### config.mk
export PLATFORM = sky130hd
export DESIGN_NAME = memory_read_scheduler_rr_flat
export DESIGN_NICKNAME = d
export VERILOG_FILES = /design/src/rtl/memory_read_scheduler_rr_if.sv /design/src/rtl/memory_read_scheduler_rr.sv /design/src/flat_wrapper.sv
export SDC_FILE = /design/constraint.sdc
export NUM_CORES = 1
export LEC_CHECK = 0
export CORE_MARGIN = 3
export CORE_UTILIZATION = 46
export CTS_BUF_LIST = sky130_fd_sc_hd__clkbuf_8
export DETAILED_ROUTE_END_ITERATION = 6
export GPL_TIMING_DRIVEN = 0
export PLACE_DENSITY = 0.95
export SLEW_MARGIN = 10
export SYNTH_ARGS = -nofsm -noshare
export SYNTH_HDL_FRONTEND = slang
export SYNTH_SLANG_ARGS = --single-unit
### constraint.sdc
create_clock -name clk -period 4.35 [get_ports clk]
set_clock_uncertainty 0.15 [all_clocks]
set_input_delay 0.6525 -clock clk [delete_from_list [all_inputs] [get_ports clk]]
set_output_delay 0.6525 -clock clk [all_outputs]
set_load 0.02 [all_outputs]
### src/rtl/memory_read_scheduler_rr_if.sv
// Request/response bundle between requesters, the read scheduler and the shared memory port.
// master = requester/memory side, slave = the scheduler.
interface memory_read_scheduler_rr_if #(
  parameter int N               = 2,
  parameter int DWIDTH          = 11,
  parameter int STALL_CNT_WIDTH = 8
);
  logic [N-1:0]               in_valid;
  logic [N*DWIDTH-1:0]        in_data;
  logic [N-1:0]               in_ready;
  logic                       out_valid;
  logic [DWIDTH-1:0]          out_data;
  logic                       out_ready;
  logic                       busy;
  logic [STALL_CNT_WIDTH-1:0] stall_cnt;

  modport master (
    output in_valid, in_data, out_ready,
    input  in_ready, out_valid, out_data, busy, stall_cnt
  );

  modport slave (
    input  in_valid, in_data, out_ready,
    output in_ready, out_valid, out_data, busy, stall_cnt
  );
endinterface

### src/rtl/memory_read_scheduler_rr.sv
// Round-robin arbiter sharing one memory read port among N requesters, registered request stage.
// Optional MEM_SCHED_CC_PRIO_EN: requester N-1 (CC port) gets absolute priority.
module memory_read_scheduler_rr #(
  parameter int N               = 2,
  parameter int DWIDTH          = 11,
  parameter int STALL_CNT_WIDTH = 8
) (
  input logic                      clk,
  input logic                      rst,
  memory_read_scheduler_rr_if.slave bus
);

  localparam int GW = (N > 1) ? $clog2(N) : 1;
  localparam logic [0:0] S_IDLE = 1'b0;
  localparam logic [0:0] S_REQ  = 1'b1;
  localparam logic [GW-1:0] LAST_RST = GW'(N - 1);

  logic [0:0]                 state_q, state_d;
  logic [GW-1:0]              grant_q, grant_d;
  logic [GW-1:0]              last_grant_q, last_grant_d;
  logic [DWIDTH-1:0]          out_data_q, out_data_d;
  logic [STALL_CNT_WIDTH-1:0] stall_q, stall_d;

  logic          handshake;
  logic [N-1:0]  cand;
  logic [N-1:0]  rr_cand;
  logic [GW-1:0] scan_base;
  logic [GW-1:0] sel;
  logic [GW-1:0] sel_cl;
  logic          found;
  logic [N-1:0]  in_ready_c;

  always_comb handshake = (state_q == S_REQ) && bus.out_ready;

  // In the handshake cycle the outgoing grant is masked and becomes the new rotation base.
  always_comb begin
    cand      = bus.in_valid;
    scan_base = last_grant_q;
    if (handshake) begin
      cand[grant_q] = 1'b0;
`ifdef MEM_SCHED_CC_PRIO_EN
      if (grant_q != LAST_RST) scan_base = grant_q;
`else
      scan_base = grant_q;
`endif
    end
  end

  always_comb begin
    found   = 1'b0;
    sel     = '0;
    rr_cand = cand;
`ifdef MEM_SCHED_CC_PRIO_EN
    rr_cand[N-1] = 1'b0;
`endif
    for (int k = 1; k <= N; k++) begin
      if (!found && rr_cand[(int'(scan_base) + k) % N]) begin
        found = 1'b1;
        sel   = GW'((int'(scan_base) + k) % N);
      end
    end
`ifdef MEM_SCHED_CC_PRIO_EN
    // CC port wins outright, even straight after its own handshake.
    if (bus.in_valid[N-1]) begin
      found = 1'b1;
      sel   = LAST_RST;
    end
`endif
    sel_cl = (int'(sel) < N) ? sel : '0;
  end

  always_comb begin
    state_d      = state_q;
    grant_d      = grant_q;
    last_grant_d = last_grant_q;
    out_data_d   = out_data_q;
    stall_d      = stall_q;
    case (state_q)
      S_IDLE: begin
        if (found) begin
          state_d    = S_REQ;
          grant_d    = sel_cl;
          out_data_d = bus.in_data[int'(sel_cl)*DWIDTH +: DWIDTH];
          stall_d    = '0;
        end
      end
      S_REQ: begin
        if (handshake) begin
`ifdef MEM_SCHED_CC_PRIO_EN
          if (grant_q != LAST_RST) last_grant_d = grant_q;
`else
          last_grant_d = grant_q;
`endif
          if (found) begin
            grant_d    = sel_cl;
            out_data_d = bus.in_data[int'(sel_cl)*DWIDTH +: DWIDTH];
            stall_d    = '0;
          end else begin
            state_d = S_IDLE;
          end
        end else if (stall_q != '1) begin
          stall_d = stall_q + STALL_CNT_WIDTH'(1);
        end
      end
      default: state_d = S_IDLE;
    endcase
  end

  always_ff @(posedge clk or posedge rst) begin
    if (rst) begin
      state_q      <= S_IDLE;
      grant_q      <= '0;
      last_grant_q <= LAST_RST;
      out_data_q   <= '0;
      stall_q      <= '0;
    end else begin
      state_q      <= state_d;
      grant_q      <= grant_d;
      last_grant_q <= last_grant_d;
      out_data_q   <= out_data_d;
      stall_q      <= stall_d;
    end
  end

  always_comb begin
    in_ready_c = '0;
    for (int g = 0; g < N; g++) begin
      in_ready_c[g] = handshake && (int'(grant_q) == g);
    end
  end

  assign bus.in_ready  = in_ready_c;
  assign bus.out_valid = (state_q == S_REQ);
  assign bus.busy      = (state_q == S_REQ);
  assign bus.out_data  = out_data_q;
  assign bus.stall_cnt = stall_q;

endmodule
### src/flat_wrapper.sv
// flat-port wrapper written by rule: the top's interface ports become plain ports
module memory_read_scheduler_rr_flat 
#(
  parameter int N               = 2,
  parameter int DWIDTH          = 11,
  parameter int STALL_CNT_WIDTH = 8
)
  (clk, rst, bus_in_valid, bus_in_data, bus_out_ready, bus_in_ready, bus_out_valid, bus_out_data, bus_busy, bus_stall_cnt);
  memory_read_scheduler_rr_if #(.N(N), .DWIDTH(DWIDTH), .STALL_CNT_WIDTH(STALL_CNT_WIDTH)) bus_i ();
  input logic clk;
  input logic rst;
  input wire logic [$bits(bus_i.in_valid)-1:0] bus_in_valid;
  input wire logic [$bits(bus_i.in_data)-1:0] bus_in_data;
  input wire logic [$bits(bus_i.out_ready)-1:0] bus_out_ready;
  output wire logic [$bits(bus_i.in_ready)-1:0] bus_in_ready;
  output wire logic [$bits(bus_i.out_valid)-1:0] bus_out_valid;
  output wire logic [$bits(bus_i.out_data)-1:0] bus_out_data;
  output wire logic [$bits(bus_i.busy)-1:0] bus_busy;
  output wire logic [$bits(bus_i.stall_cnt)-1:0] bus_stall_cnt;
  assign bus_i.in_valid = bus_in_valid;
  assign bus_i.in_data = bus_in_data;
  assign bus_i.out_ready = bus_out_ready;
  assign bus_in_ready = bus_i.in_ready;
  assign bus_out_valid = bus_i.out_valid;
  assign bus_out_data = bus_i.out_data;
  assign bus_busy = bus_i.busy;
  assign bus_stall_cnt = bus_i.stall_cnt;
  memory_read_scheduler_rr #(.N(N), .DWIDTH(DWIDTH), .STALL_CNT_WIDTH(STALL_CNT_WIDTH)) u_core (.clk(clk), .rst(rst), .bus(bus_i));
endmodule
### Yosys cells after proc, flatten, opt, wreduce, memory -nomap -nowiden

Cells that the tools add are included.

* add/subtract/negate cells: 3
* $mul: 1
* div/mod/pow operators: 0
* magnitude comparators: 4
* equal/unequal tests: 3
* shift-type cells: 1
* multiplexer cells: 27
* bitwise gates (word level): 6
* reductions and logical operators: 6

Operators by type and width (number)
* 22-bit by 32-bit variable part select with 11-bit output: 1
* 8-bit 2-to-1 mux: 3
* 11-bit 2-to-1 mux: 2
* 11-bit one-hot mux with 2 select lines: 1
* 1-bit 2-to-1 mux: 16
* 8-bit one-hot mux with 2 select lines: 1
* 8-bit by 1-bit adder with 8-bit output (second input constant): 1
* 8-bit inequality test (second input constant): 1
* 2-bit by 3-bit less-than comparator with 1-bit output (second input constant): 2
* 1-bit logical AND: 5
* 1-bit by 4-bit multiplier with 5-bit output (second input constant): 1
* 1-bit one-hot mux with 2 select lines: 2
* 3-bit inequality test (second input constant): 1
* 1-bit adder (second input constant): 2
* 1-bit bitwise AND (first input constant): 2
* 2-bit bitwise AND: 1
* 1-bit by 2-bit less-than comparator with 1-bit output (second input constant): 1
* 2-bit 2-to-1 mux: 1
* 2-bit inequality test (second input constant): 1
* 1-bit inverter: 2
* 2-bit inverter: 1
* 1-bit demux with 1-bit select: 1
* 1-bit greater-or-equal comparator (second input constant): 1
* 1-bit logical NOT: 1

* register bits after elaboration: 22
* latch bits: 0
* memory bits (writable): 0
* bits in read-only memories: 0
* input port bits: 27
* output and inout port bits: 23
* word-level logic and storage cells: 56
* memories kept: 0

### Depth between registers and ports, before layout

Gate-level depths: netlist of run 1.

* word-level depth: 19
* gate-level depth with buffers: 5
* depth with buffers taken out: 5

### Least setup slack after synthesis of run 1

OpenSTA, ideal clock, no wires.

* kind: in2out
* start point: in bus_out_ready
* end point: out bus_in_ready[0]
* arrival time: 1009 ps
* required time: 3547 ps
* slack: 2539 ps
* stages: 2
* path buffers: 0
* cell sequence: nand2_1 > nor2_1

* word-level cells in the longest chain between the ends: 2

RTL lines
* start, declared: line flat_wrapper.sv:14 `input wire logic [$bits(bus_i.out_ready)-1:0] bus_out_ready;`
* 1-bit logical AND: line memory_read_scheduler_rr.sv:33 `always_comb handshake = (state_q == S_REQ) && bus.out_ready;`
* 1-bit logical AND: line memory_read_scheduler_rr.sv:128 `in_ready_c[g] = handshake && (int'(grant_q) == g);`
* end, declared: line flat_wrapper.sv:15 `output wire logic [$bits(bus_i.in_ready)-1:0] bus_in_ready;`

Every way passes these cells.

### Worst setup path after layout of run 1

* start point: in bus_out_ready
* end point: out bus_in_ready[1]

The elaborated chain is that of the path after synthesis.

==> results of run 1 <==
## routing by layer
metal / global-route usage, % / up-vias
met4: 7.986 / 0
met5: 0 / -
met1: 27.35 / 551
met2: 38.34 / 53
met3: 5.336 / 5
li1: - / 559
## power by group through the flow
stage / Combinational (W) / Sequential [W] / Clock [W]
final: 0.000441 / 0.000332 / 0.000149
after global routing: 0.000479 / 0.000340 / 0.000161
after CTS: 0.000443 / 0.000331 / 0.000150
after detailed placement: 0.000439 / 0.000335 / 0
after global placement: 0.000428 / 0.000328 / 0
after floorplan: 0.000161 / 0.000404 / 0
## cell families after synthesis
group	synth area share (%)
buffers and inverters	4.079
multiplexers	1.874
flip-flops	48.62
AO/OA/AOI/OAI	25.03
AND/OR/NAND/NOR	19.29
adder cells (fa/ha/maj)	1.102
## registers in the layout, summed over array words and instances, names as in the netlist
signal                count
u_core.last_grant_q       1
u_core.bus.busy           1
u_core.bus.stall_cnt      8
u_core.bus.out_data      11
u_core.grant_q            1
## worst paths after layout
kind | slack [ns] | endpoint | startpoint | depth (start not counted)
max in group asynchronous | 2.81 | u_core.bus.stall_cnt[2]$_DFFE_PP0P_ | rst | 2
min in group asynchronous | 0.72 | u_core.bus.out_data[2]$_DFFE_PP0P_ | rst | 2
setup reg to reg | 2.43 | u_core.bus.out_data[3]$_DFFE_PP0P_ | u_core.last_grant_q$_DFFE_PP1P_ | 5
hold / removal | 0.39 | u_core.bus.out_data[0]$_DFFE_PP0P_ | u_core.bus.out_data[0]$_DFFE_PP0P_ | 2
hold reg to reg | 0.39 | u_core.bus.out_data[0]$_DFFE_PP0P_ | u_core.bus.out_data[0]$_DFFE_PP0P_ | 2
setup / recovery | 1.42 | bus_in_ready[1] | bus_out_ready | 4
## final cells by class
cell class,count,share of cell area (%)
Buffer,5,1.605
Clock buffer,4,3.209
Inverter,5,1.094
Multi-Input combinational cell,95,31.29
Sequential cell,22,32.17
Tap cell,28,2.042
Timing Repair Buffer,49,28.59
## critical path: stages
cell,delay [ns]
clkdlybuf4s50_1,0.61
nand3_1,0.19
inv_1,0.08
clkdlybuf4s50_1,0.59
## cells in the mapped netlist
library cell / n / area [um2]
o21ai_0: 5 / 25.02
o211ai_1: 2 / 15.01
or4_1: 1 / 7.510
a21bo_2: 1 / 10.01
a31oi_1: 2 / 12.51
a22oi_1: 1 / 7.510
nor2_1: 15 / 56.30
mux2_2: 1 / 11.26
dfstp_2: 1 / 26.28
o211a_1: 1 / 10.01
a22o_1: 1 / 8.760
o31ai_1: 2 / 15.01
o32a_1: 1 / 10.01
nor3_1: 1 / 5.000
clkbuf_1: 2 / 7.510
dfrtp_1: 21 / 525.5
nand4_1: 1 / 6.260
a2bb2oi_2: 1 / 15.01
and4_1: 1 / 8.760
or3_1: 1 / 6.260
and2b_2: 1 / 8.760
ha_1: 1 / 12.51
buf_2: 1 / 5.000
a21oi_1: 26 / 130.1
buf_4: 2 / 15.01
mux2i_1: 1 / 10.01
inv_1: 5 / 18.77
o2bb2ai_1: 2 / 17.52
a21boi_0: 1 / 7.510
nand2_1: 18 / 67.56
nand2b_1: 1 / 6.260
nand3_1: 5 / 25.02
nand4_4: 1 / 21.27
## per-stage QoR
step,hold slack (ns),setup slack [ns],power (W),cells,area [um2]
5_1_grt,0.4165,1.376,0.0009807,208,1715
3_3_place_gp,0.3559,1.466,0.0007561,204,1660
4_1_cts,0.3919,1.436,0.0009238,208,1715
3_5_place_dp,0.3698,1.450,0.0007743,204,1660
6_report,0.3859,1.418,0.0009224,208,1715
2_1_floorplan,0.3470,2.539,0.0005647,127,1135
==> results_dict.tcl, run 1 <==
set metrics [dict create \
    grt_pass1_vias 1158 \
    clk_path_buf_depth 2 \
    first_iter_violations 27 \
    antenna_found_initial 0 \
    io_buffers 49 \
    cts_setup_buffers 0 \
    pwr-share-clk_pct 16.1 \
    p_sw_share_pct 38.50 \
    drive_gt1_share_pct 7.222 \
    cell_internal_pwr_w 0.0005673 \
    grt.overflow.total 0 \
    grt_usage_pct 22.42 \
    hold_buffers 0 \
    crit_type "primary input to primary output" \
    gp_congestion 0.8409 \
    seqPwrFrac_pct 36.0 \
    synthDistinctLibCells 33 \
    period_needed_ns 2.932 \
    nets 209 \
    fmax_ghz 0.3411 \
    start_util_pct 49.86 \
    grt_pass1_wl_um 5561 \
    slew_viol_final 0 \
    wl_met2_um 1627 \
    cts_buffers 3 \
    fillCellCount 156 \
    syn_nets 155 \
    antenna_left 0 \
    worst_slew_pin_slew_ns 0.8463 \
    drt-met1-wl_um 1271 \
    syn_to_final_growth_pct 51.16 \
    routed-wl-met3_um 237 \
    synth_cells 127 \
    multi_input_comb_area_um2 536.8 \
    ir_worst_vdd_uv 447.5 \
    ys_warn_count 0 \
    final_common_cell "clkdlybuf4s50_1" \
    required_ns 3.55 \
    setup_viol 0 \
    coreArea_mm2 0.002276 \
    hold_path.class "flop to flop" \
    place_hpwl_um 2392 \
    p_switching_w 0.0003551 \
    via_per_inst 5.615 \
    routed.top_layer "met4" \
    fin_util_pct 75.37 \
    die_h_um 55.67 \
    cts_tree "built" \
    hold_viol 0 \
    critPathArrivalTime_ns 2.13 \
    drt_wl_total_um 3184 \
    cp_max_fo 7 \
    tns_ns 0 \
    cts_resized 0 \
    comb_power_share_pct 47.8 \
    ios 50 \
    p_per_area_mw_per_mm2 537.7 \
    drtPass1Iterations 4 \
    vias 1168 \
    outcome "completed" \
    synth_seq_area_share_pct 48.62 \
    htreeDepth 1 \
    clockRootBuffer "clkbuf_8" \
    dieWidth_um 55.67 \
    regArea_um2 551.8 \
    crit_path_end_kind "primary output" \
    clock-sinks 22 \
    startpoint_type "primary input" \
    p_leak_nw 0.7188 \
    clk_latency_ns 0.27 \
    cap_viol_max_count 0 \
    syn-cell-area_mm2 0.001135 \
    grt_setup_unrepaired "no" \
    period_share_pct 67.40 \
    drc 0 \
    clk_pin_slew_ns 0.08 \
    die-area_mm2 0.003099 \
    wl_per_cell_um 15.31 \
    rows 17 \
    n_antenna_cell 0 \
    grt_max_degree 23 \
    ys_seq_elements 22 \
    slew-limit-headroom_pct 43.52 \
    mostFrequentLayoutCells "49 x clkdlybuf4s50_1, 26 x a21oi_1, 21 x dfrtp_1" \
    postSynthAreaPerCell_um2 8.936 \
]
No activity file was read; power rests on OpenSTA's default activity.
==> run 2: changes to the inputs <==
--- a/config.mk
+++ b/config.mk
@@ -6,11 +6,11 @@
 export NUM_CORES = 1
 export LEC_CHECK = 0
 export CORE_MARGIN = 3
-export CORE_UTILIZATION = 46
+export CORE_UTILIZATION = 43
 export CTS_BUF_LIST = sky130_fd_sc_hd__clkbuf_8
 export DETAILED_ROUTE_END_ITERATION = 6
 export GPL_TIMING_DRIVEN = 0
-export PLACE_DENSITY = 0.95
+export PLACE_DENSITY = 0.92
 export SLEW_MARGIN = 10
 export SYNTH_ARGS = -nofsm -noshare
 export SYNTH_HDL_FRONTEND = slang
==> constraint.sdc (replaced) <==
create_clock -name clk -period 2.9 [get_ports clk]
set_clock_uncertainty 0.15 [all_clocks]
set_input_delay 0.435 -clock clk [delete_from_list [all_inputs] [get_ports clk]]
set_output_delay 0.435 -clock clk [all_outputs]
set_load 0.02 [all_outputs]
==> run 2 against run 1 <==
  * First-iteration DRC count shrank 3.7%
  * Critical path type unchanged
  * Via count shrank 0.51%
  * Total power grew 49%
  * Combinational power grew 50%
  * Sequential power grew 49%
  * Wire length shrank 1.7%
==> results_dict.tcl, run 2 (synthesized netlist as in run 1, its figures left out) <==
set metrics [dict create \
    outcome "completed" \
    fmax_ghz 0.4016 \
    die-area_mm2 0.003291 \
    critPathArrivalTime_ns 1.91 \
    required_ns 2.32 \
    hold_viol 0 \
    reg2reg_depth 5 \
    cp_max_fo 7 \
    mostFrequentLayoutCells "49 x clkdlybuf4s50_1, 26 x a21oi_1, 21 x dfrtp_1" \
    clockRootBuffer "clkbuf_8" \
    start_util_pct 48.07 \
    setup_viol 0 \
    hold_slack_ns 0.3954 \
    nets 209 \
    use_met3_pct 3.167 \
    ios 50 \
    tns_ns 0 \
    dieWidth_um 57.37 \
    period_share_pct 85.87 \
    cts_tree "built" \
    die_h_um 57.37 \
    busiest_layer "met2" \
    regToRegEndpoint "u_core.bus.out_data[2]$_DFFE_PP0P_" \
    hold_path.class "flop to flop" \
    wl_per_cell_um 15.05 \
    cts_setup_buffers 0 \
    grt_use_met2_pct 37.10 \
    grt_usage_pct 20.22 \
    crit_type "primary input to primary output" \
    p_per_area_mw_per_mm2 803.1 \
    slew_viol_final 0 \
    grt_setup_unrepaired "no" \
    coreArea_mm2 0.002361 \
    reg2reg_slack_ns 1.01 \
    cts_buffers 3 \
    startpoint_type "primary input" \
    clk_latency_ns 0.26 \
    htreeDepth 1 \
    period_needed_ns 2.490 \
    final_common_cell "clkdlybuf4s50_1" \
    io_buffers 49 \
    drc 0 \
    min_delay_path_depth 2 \
    drive_gt1_share_pct 7.222 \
    cap_viol_max_count 0 \
    worst_slew_pin_slew_ns 0.8314 \
    worstHoldStart "u_core.bus.out_data[5]$_DFFE_PP0P_" \
    hold_buffers 0 \
    antenna_left 0 \
    finalPower_w 0.001378 \
    gp_congestion 0.8127 \
    slew-limit-headroom_pct 44.51 \
    n_antenna_cell 0 \
    rows 17 \
    largest_register_ffs 11 \
    clk_pin_slew_ns 0.08 \
    drtPass1Iterations 4 \
    met1_usage_pct 22.54 \
    via_per_inst 5.587 \
    drt_wl_total_um 3130 \
    grt_max_degree 23 \
    grt.overflow.total 0 \
    place_hpwl_um 2439 \
    cts_resized 0 \
    p_leak_nw 0.7188 \
    fin_util_pct 72.66 \
    whs_endpoint "u_core.bus.out_data[5]$_DFFE_PP0P_" \
    ir_worst_vdd_uv 665.3 \
    first_iter_violations 26 \
    grt_pass1_vias 1186 \
    syn_to_final_growth_pct 51.16 \
    antenna_found_initial 0 \
    fillCellCount 173 \
    grt_pass1_wl_um 5299 \
    r2r-start "u_core.bus.busy$_DFF_PP0_" \
    clock-sinks 22 \
    clk_path_buf_depth 2 \
    vias 1162 \
    crit_path_end_kind "primary output" \
]
-- run 2: cell counts in the layout (fill, tap and decap cells not counted) --
Identical to the previous run, type by type.
-- run 2: how the worst max path moves through the flow --
stage / start / to / cells past startpoint
after floorplan: u_core.bus.stall_cnt[0]$_DFFE_PP0P_ / u_core.bus.stall_cnt[5]$_DFFE_PP0P_ / 5
after global placement: bus_out_ready / bus_in_ready[1] / 4
after CTS: bus_out_ready / bus_in_ready[1] / 4
after global routing: bus_out_ready / bus_in_ready[1] / 4
final: bus_out_ready / bus_in_ready[1] / 4
after detailed placement: bus_out_ready / bus_in_ready[1] / 4
-- run 2: layout make-up --
class	instances	area [um2]	share of cell area, %
multi-input combinational	95	536.8	31.29
inverter	5	18.77	1.094
tap	28	35.03	2.042
timing repair buffer	49	490.5	28.59
sequential	22	551.8	32.17
buffer	5	27.53	1.605
clock buffer	4	55.05	3.209
-- run 2: through the flow --
stage                     cell area (um2)  setup slack (ns)  cells
after floorplan                      1135             1.144    127
after global placement               1660            0.4338    204
after detailed placement             1660            0.4123    204
after CTS                            1715            0.4048    208
after global routing                 1715            0.2979    208
final                                1715            0.4099    208
-- run 2: where the power goes --
group / total [W] / switching (W) / leakage [nW] / internal, W
Sequential: 0.000494 / 0.0000777 / 0.266 / 0.000416
Clock: 0.000224 / 0.000103 / 0.0288 / 0.000121
Combinational: 0.000660 / 0.000346 / 0.424 / 0.000314
Total: 0.00138 / 0.000527 / 0.719 / 0.000851
-- run 2: critical path, cell delays in order --
cell	delay, ns
clkdlybuf4s50_1	0.61
nand3_1	0.18
inv_1	0.08
clkdlybuf4s50_1	0.59
-- run 2: metal layers --
metal	vias up	routed length, um	share of wire (%)
met5	-	0	0
met4	0	53	1.7
met3	7	133	4.2
met2	37	1705	54
met1	560	1237	40
li1	558	-	-
